**src/rtl/pack_stream_arbiter.sv**
```systemverilog
// Round-robin, packet-locked arbiter sharing one N-byte AXI-Stream packing datapath
// between M sources; the granted index travels with every beat on out_tid.
module pack_stream_arbiter #(
  parameter int N   = 10,
  parameter int M   = 4,
  parameter int IDW = (M > 1) ? $clog2(M) : 1
) (
  input  logic             aclk,
  input  logic             aresetn,
  input  logic [M-1:0]     src_en,
  input  logic [8*N*M-1:0] in_tdata,
  input  logic [N*M-1:0]   in_tkeep,
  input  logic [M-1:0]     in_tlast,
  input  logic [M-1:0]     in_tvalid,
  output logic [M-1:0]     in_tready,
  output logic [8*N-1:0]   out_tdata,
  output logic [N-1:0]     out_tkeep,
  output logic             out_tlast,
  output logic             out_tvalid,
  input  logic             out_tready,
  output logic [IDW-1:0]   out_tid,
  output logic             busy
);

  typedef enum logic {
    S_IDLE   = 1'b0,
    S_LOCKED = 1'b1
  } state_t;

  state_t           r_state;
  logic [IDW-1:0]   r_grant;
  logic [IDW-1:0]   r_rr_ptr;

  logic [M-1:0]     w_req;
  logic [IDW-1:0]   w_pick;
  logic [8*N-1:0]   w_sel_tdata;
  logic [N-1:0]     w_sel_tkeep;
  logic             w_sel_tlast;
  logic             w_sel_tvalid;
  logic             w_last_xfer;
  logic [IDW-1:0]   w_next_ptr;

  // First requester at or above ptr wins; otherwise the lowest requester (wrap-around).
  function automatic logic [IDW-1:0] rr_pick(input logic [M-1:0] req,
                                             input logic [IDW-1:0] ptr);
    logic [IDW-1:0] pick;
    logic           found;
    pick  = '0;
    found = 1'b0;
    for (int i = 0; i < M; i++) begin
      if (!found && req[i] && (IDW'(i) >= ptr)) begin
        found = 1'b1;
        pick  = IDW'(i);
      end
    end
    for (int i = 0; i < M; i++) begin
      if (!found && req[i]) begin
        found = 1'b1;
        pick  = IDW'(i);
      end
    end
    return pick;
  endfunction

  assign w_req  = in_tvalid & src_en;
  assign w_pick = rr_pick(w_req, r_rr_ptr);

  // NOTE: every output of a combinational block gets a default first, so no path leaves a latch.
  always_comb begin
    w_sel_tdata  = '0;
    w_sel_tkeep  = '0;
    w_sel_tlast  = 1'b0;
    w_sel_tvalid = 1'b0;
    for (int i = 0; i < M; i++) begin
      if (r_grant == IDW'(i)) begin
        w_sel_tdata  = in_tdata[8*N*i +: 8*N];
        w_sel_tkeep  = in_tkeep[N*i +: N];
        w_sel_tlast  = in_tlast[i];
        w_sel_tvalid = in_tvalid[i];
      end
    end
  end

  always_comb begin
    out_tdata  = '0;
    out_tkeep  = '0;
    out_tlast  = 1'b0;
    out_tvalid = 1'b0;
    out_tid    = '0;
    in_tready  = '0;
    if (r_state == S_LOCKED) begin
      out_tdata  = w_sel_tdata;
      out_tkeep  = w_sel_tkeep;
      out_tlast  = w_sel_tlast;
      out_tvalid = w_sel_tvalid;
      out_tid    = r_grant;
      for (int i = 0; i < M; i++) begin
        in_tready[i] = (r_grant == IDW'(i)) ? out_tready : 1'b0;
      end
    end
  end

  assign w_last_xfer = (r_state == S_LOCKED) && w_sel_tvalid && out_tready && w_sel_tlast;
  assign w_next_ptr  = (r_grant == IDW'(M - 1)) ? '0 : r_grant + 1'b1;
  assign busy        = (r_state == S_LOCKED);

  // NOTE: state registers use non-blocking assignments so every flop samples pre-edge values.
  always_ff @(posedge aclk or negedge aresetn) begin
    if (!aresetn) begin
      r_state  <= S_IDLE;
      r_grant  <= '0;
      r_rr_ptr <= '0;
    end else begin
      case (r_state)
        S_IDLE: begin
          if (|w_req) begin
            r_grant <= w_pick;
            r_state <= S_LOCKED;
          end
        end
        S_LOCKED: begin
          // Grant is held through valid gaps and src_en changes until tlast is accepted.
          if (w_last_xfer) begin
            r_rr_ptr <= w_next_ptr;
            r_state  <= S_IDLE;
          end
        end
        default: r_state <= S_IDLE;
      endcase
    end
  end

endmodule

```
**config.mk**
```make
export PLATFORM = sky130hd
export DESIGN_NAME = pack_stream_arbiter
export DESIGN_NICKNAME = d
export VERILOG_FILES = /design/src/rtl/pack_stream_arbiter.sv
export SDC_FILE = /design/constraint.sdc
export NUM_CORES = 1
export LEC_CHECK = 0
export ABC_CLOCK_PERIOD_IN_PS = 6050
export CAP_MARGIN = 5
export CORE_AREA = 2 2 186 188
export CTS_CLUSTER_SIZE = 40
export DETAILED_ROUTE_END_ITERATION = 16
export DIE_AREA = 0 0 188 190
export SYNTH_ARGS = -nofsm -noshare
export SYNTH_HDL_FRONTEND = slang
export SYNTH_SLANG_ARGS = --single-unit
```
**constraint.sdc**
```tcl
create_clock -name aclk -period 6.05 [get_ports aclk]
set_clock_uncertainty 0.05 [all_clocks]
set_input_delay 1.5125 -clock aclk [delete_from_list [all_inputs] [get_ports aclk]]
set_output_delay 1.5125 -clock aclk [all_outputs]
set_load 0.02 [all_outputs]
```
==> impl_metrics.py, run 1 <==
metrics = {
    "timing": {
        "worst_pin_slew_ns": 0.648,
        "drv_slew": 0,
        "period_needed_ns": 5.00,
        "rsz0062_at_grt": "no",
        "fin_crit_sh": 0.827,
        "fmax_mhz": 200,
        "relSlewSlack": 0.568,
        "setup_violations": 0,
        "tns_ns": 0,
        "finalHoldViolations": 0,
    },
    "floorplanning": {
        "initial_utilization": 0.110,
        "core_sq_um": 33900,
        "chipWidth_microns": 188,
        "ios": 474,
        "std_cell_rows": 68,
        "dieArea_sq_um": 35700,
        "die_h_microns": 190,
    },
    "power": {
        "p_int_uw": 2290,
        "combPwrFrac": 0.962,
        "p_clk_frac": 0.022,
        "powerDensity_nw_per_um2": 532,
        "power_uw": 4770,
        "p_sw_frac": 0.521,
        "switchingPower_uw": 2490,
        "pwr-share-seq": 0.016,
        "power_leakage_uw": 0.00360,
        "ir_drop_v": 0.000248,
    },
    "clock_network": {
        "cts_tree": "done",
        "cts_setup_buffers": 0,
        "clock_path_buffers": 2,
        "cts_sinks": 5,
        "cts_resized": 0,
        "cts_root_buf": "clkbuf_16",
        "holdBufCountCts": 0,
        "clk_latency_ns": 0.22,
        "clk_pin_slew_ns": 0.03,
        "cts-buffers-inserted": 3,
        "ctsHtreeMaxLevel": 1,
    },
    "logic_synthesis": {
        "synth.avg_cell_area_sq_um": 7.73,
        "postSynth.asyncResetShare": 1.00,
        "synth_nets": 863,
        "yosysTopAreaCell": "a221oi_2",
        "netlist_area_sq_um": 3740,
        "yosysMostFrequentCell": "a21oi_1",
        "synthCells": 484,
        "netlist.area_leader.share": 0.313,
        "synth-seq-cells": 5,
        "synth_edf_count": 0,
        "synth_common_cells": "a21oi_1 (94), inv_1 (91), a22o_1 (89), a221oi_2 (78), clkbuf_1 (27)",
        "yosysSeqAreaShare": 0.0335,
        "yosys_most_used_dff": "dfrtp_1",
        "synth_area_leaders": "a221oi_2 (31%), a22o_1 (21%), a21oi_1 (13%), inv_1 (9.1%), dfrtp_1 (3.3%)",
        "yosysUniqueCellTypes": 36,
        "yosysWarnings": 0,
    },
    "grt": {
        "overflow": 0,
        "grt.total_usage": 0.123,
        "grt_pass1_wl_microns": 34900,
        "antenna_found_initial": 1,
        "grt_max_degree": 76,
        "first_global_vias": 5815,
    },
    "routing": {
        "vias": 5824,
        "drtIter0Drc": 220,
        "drt-wirelength-per-cell_microns": 17.8,
        "drt-total-wl_microns": 24400,
        "drc": 0,
        "vias_per_cell": 4.25,
        "firstDrtPassIters": 4,
        "antenna_left": 0,
    },
    "critical_path": {
        "cp-start-kind": "input port",
        "crit_chain": "clkdlybuf4s50_1 > a221oi_1 > a21oi_1 > a22o_1 > clkdlybuf4s50_1",
        "rrSetupSlack_ns": 3.96,
        "cp_top_family": "buffers and inverters",
        "worstSetupPathType": "in2out",
        "cp.required_ns": 4.49,
        "cpPeakStageDelay_ns": 0.63,
        "crit_top_cell": "clkdlybuf4s50_1",
        "cp_max_fo": 1,
        "crit_arrival_ns": 3.44,
        "crit_path_top_delay_cell": "clkdlybuf4s50_1",
        "cp-end-kind": "output pin",
        "critPathBufInv": 2,
    },
    "layout": {
        "drive_gt1_frac": 0.115,
        "final_nets": 1293,
        "fin_util": 0.264,
        "final_cells": 1370,
        "area_delta_synth_final_pct": 140,
    },
    "placement": {
        "placedCellCount": 1364,
        "numPortBuffers": 473,
        "place.gp.congestion": 0.839,
        "place_hpwl_microns": 19400,
    },
    "min_path": {
        "hold_path_class": "reg2reg",
    },
    "run": {
        "drv_cap": 0,
    },
    "status": {
        "status": "finished, final reports clean",
    },
}
[registers in the layout (all words and copies together), names as in the netlist]
register  flops
r_grant       2
busy          1
r_rr_ptr      2
[routing by layer]
layer	vias to the layer above	global-route usage	wire [microns]
met3	16	0.0220	1960
li1	2767	-	-
met2	300	0.219	12000
met4	0	0.0273	507
met1	2741	0.153	9980
met5	-	0	0
[metrics by stage]
step / instance area, sq um / setup WS, ns / hold WS [ns]
final: 8980 / 1.05 / 0.526
after global routing: 8980 / 1.00 / 0.560
after CTS: 8970 / 1.00 / 0.532
after detailed placement: 8890 / 1.02 / 0.524
after global placement: 8890 / 0.981 / 0.505
after floorplan: 3740 / 2.37 / 0.460
[final timing paths]
kind | startpoint | to | depth (start not counted)
min in group asynchronous | aresetn | r_rr_ptr[0] | 1
hold reg to reg | r_rr_ptr[0] | r_rr_ptr[0] | 1
hold / removal | r_rr_ptr[0] | r_rr_ptr[0] | 1
max in group asynchronous | aresetn | r_grant[0] | 1
setup / recovery | in_tkeep[1] | out_tkeep[1] | 5
setup reg to reg | r_grant[1] | r_rr_ptr[1] | 6
[placed cells by master (no fill, tap or decap), types with 2 or more instances in the layout]
| cell | n |
|---|---|
| dfrtp_1 | 5 |
| ha_4 | 2 |
| buf_4 | 9 |
| a221oi_2 | 78 |
| nor2_1 | 3 |
| diode_2 | 2 |
| and3_1 | 5 |
| clkbuf_16 | 3 |
| buf_12 | 6 |
| nor2b_1 | 2 |
| nand3_1 | 4 |
| a221oi_1 | 11 |
| o22ai_1 | 2 |
| a211oi_1 | 2 |
| a31oi_1 | 2 |
| ha_1 | 2 |
| nand2_1 | 8 |
| inv_1 | 91 |
| a22o_1 | 89 |
| and2_1 | 4 |
| a21oi_1 | 94 |
| clkdlybuf4s50_1 | 473 |
| nor2b_4 | 2 |
[power by group through the flow]
| stage | registers [uW] | logic [uW] | clock network, uW |
|---|---|---|---|
| global route | 79.1 | 4860 | 110 |
| CTS | 76.2 | 4620 | 107 |
| detailed placement | 76.4 | 4590 | 0 |
| global placement | 75.4 | 4590 | 0 |
| finish | 75.8 | 4590 | 106 |
| floorplan | 64.6 | 2740 | 0 |
[logic make-up (layout without fill, tap and decap cells)]
kind of cell               count (synthesis)  count (layout)  synth area share
buffers and inverters                    154             583             0.191
AOI/OAI and AO/OA                        286             286             0.702
muxes                                      1               1           0.00401
and+or+nand+nor                           34              34            0.0562
other                                      0               2                 0
adders and majority gates                  4               4            0.0134
DFF                                        5               5            0.0335
[final cells by class]
cell class	count	area [sq um]
timing repair buffer	488	4920
clock buffer	4	78.8
inverter	91	342
fill	3617	25000
sequential	5	125
antenna	2	5.00
multi-input combinational	325	2940
tap	455	569
Power figures use the tool's default switching activity.
==> inputs of run 2 (changes only) <==
Settings changed: ABC_CLOCK_PERIOD_IN_PS 6050 to 4100, CORE_AREA 2 2 186 188 to 2 2 187 189, DIE_AREA 0 0 188 190 to 0 0 189 191.
Clock period 6.05 ns to 4.1 ns, I/O delays scaled along.
==> run 2 against run 1 <==
Die area grew 1.1%; sequential power increased by 45%; worst setup slack worse by 0.87 ns; global-route usage is 0.50 points lower; utilization increased by 0.42 points; first-iteration DRC count stayed put; worst hold slack worse by 0.021 ns; power grew 54%; combinational power increased by 54%; cell area up 2.1%; non-clock buffer count is 12 higher; via count shrank 0.33%; critical endpoint is now out_tdata[2].
==> impl_metrics.py, run 2 (synthesis results as in run 1) <==
metrics = {
    "placement": {
        "placedCellCount": 1374,
        "place_hpwl_microns": 19000,
        "numPortBuffers": 473,
        "place_area_sq_um": 9050,
        "place.gp.congestion": 0.838,
    },
    "grt": {
        "antenna_found_initial": 0,
        "overflow": 0,
        "grt.total_usage": 0.118,
        "grt_pass1_wl_microns": 33800,
        "grt.busiest_layer": "met2",
        "grt_max_degree": 51,
        "grt_use_met2": 0.198,
        "first_global_vias": 5662,
        "grtUsageMet1": 0.158,
        "use_met3": 0.0182,
    },
    "floorplanning": {
        "die_h_microns": 191,
        "std_cell_rows": 68,
        "initial_utilization": 0.110,
        "dieArea_sq_um": 36100,
        "chipWidth_microns": 189,
        "ios": 474,
        "core_sq_um": 34100,
    },
    "critical_path": {
        "rr_startpoint": "r_grant[1]",
        "worstSetupPathType": "reg2out",
        "cp.required_ns": 3.02,
        "crit_arrival_ns": 2.85,
        "cp_max_fo": 30,
        "cp-start-kind": "register",
        "cp-end-kind": "output pin",
        "critPathLaunch": "r_grant[0]",
    },
    "timing": {
        "rsz0062_at_grt": "no",
        "tns_ns": 0,
        "relSlewSlack": 0.665,
        "fin_crit_sh": 0.956,
        "period_needed_ns": 3.92,
        "setup_violations": 0,
        "finalHoldViolations": 0,
        "worst_pin_slew_ns": 0.502,
        "fmax_mhz": 255,
        "drv_slew": 0,
    },
    "layout": {
        "final_nets": 1305,
        "final_cell_area_sq_um": 9170,
        "fin_util": 0.269,
        "drive_gt1_frac": 0.135,
        "n_antenna_cell": 0,
        "final_cell_mix": "clkdlybuf4s50_1 (466), a21oi_1 (94), inv_1 (91)",
        "area_delta_synth_final_pct": 145,
        "final_common_cell": "clkdlybuf4s50_1",
        "final_cells": 1380,
    },
    "routing": {
        "drt-wirelength-per-cell_microns": 17.6,
        "drt-total-wl_microns": 24300,
        "vias_per_cell": 4.21,
        "drtIter0Drc": 220,
        "drc": 0,
        "antenna_left": 0,
        "vias": 5805,
        "firstDrtPassIters": 4,
    },
    "clock_network": {
        "cts_tree": "done",
        "cts_root_buf": "clkbuf_16",
        "clk_latency_ns": 0.23,
        "cts-buffers-inserted": 3,
        "clock_path_buffers": 2,
        "holdBufCountCts": 0,
        "ctsHtreeMaxLevel": 1,
        "clk_pin_slew_ns": 0.03,
        "cts_sinks": 5,
    },
    "run": {
        "drv_cap": 0,
    },
    "min_path": {
        "min_from": "r_rr_ptr[0]",
        "hold_path_class": "reg2reg",
    },
    "power": {
        "ir_drop_v": 0.000362,
        "power_uw": 7350,
        "power_leakage_uw": 0.00371,
        "powerDensity_nw_per_um2": 802,
    },
    "status": {
        "status": "finished, final reports clean",
    },
}
run 2: cell count changes in the layout (fill, tap and decap cells not counted):
cell and change:
buf_12 +8, ha_2 +1, ha_1 -1, clkdlybuf4s50_1 -7, buf_4 +10, diode_2 -2
clkbuf_16 +1
run 2: worst max-delay path: stages (launching register included):
cell and delay (ns):
dfrtp_1 0.44, inv_1 0.18, ha_2 0.27, nor2b_4 0.24, buf_12 0.22, buf_4 0.19
a221oi_2 0.06, a21oi_1 0.13, a22o_1 0.18, clkdlybuf4s50_1 0.65
run 2: repair_timing:
item / CTS / global route
setup buffers: 0 / 1
gates resized for setup: 0 / 1
endpoints found under the setup margin: 0 / 13
hold endpoints to repair: 0 / 0
run 2: cell type report:
cell class / instances / area, sq um
Fill cell: 3627 / 25000
Sequential cell: 5 / 125
Tap cell: 455 / 569
Multi-Input combinational cell: 325 / 2940
Timing Repair Buffer: 500 / 5110
Inverter: 91 / 342
Clock buffer: 4 / 78.8
run 2: power breakdown:
group / internal [uW] / total (uW) / switching, uW
combinational: 3380 / 7080 / 3690
clock: 129 / 161 / 32.4
sequential: 71.2 / 110 / 38.7
run 2: per-layer routing:
metal	vias to the layer above	part of all wire
met1	2727	0.43
met3	20	0.068
met4	0	0.020
li1	2774	-
met2	284	0.48
met5	-	0
run 2: path summary, 6_finish.rpt:
check	end	depth (start not counted)	slack, ns
setup / recovery	out_tdata[2]	9	0.18
hold / removal	r_rr_ptr[0]	1	0.51
setup reg to reg	r_rr_ptr[1]	7	1.86
hold reg to reg	r_rr_ptr[0]	1	0.51
max in group asynchronous	r_rr_ptr[0]	1	2.78
min in group asynchronous	r_rr_ptr[1]	1	1.00
run 2: through the flow:
step	setup WS, ns	hold slack (ns)
3_3_place_gp	0.229	0.491
3_5_place_dp	0.227	0.505
4_1_cts	0.0724	0.511
5_1_grt	0.0185	0.532
6_report	0.180	0.505
2_1_floorplan	1.34	0.460
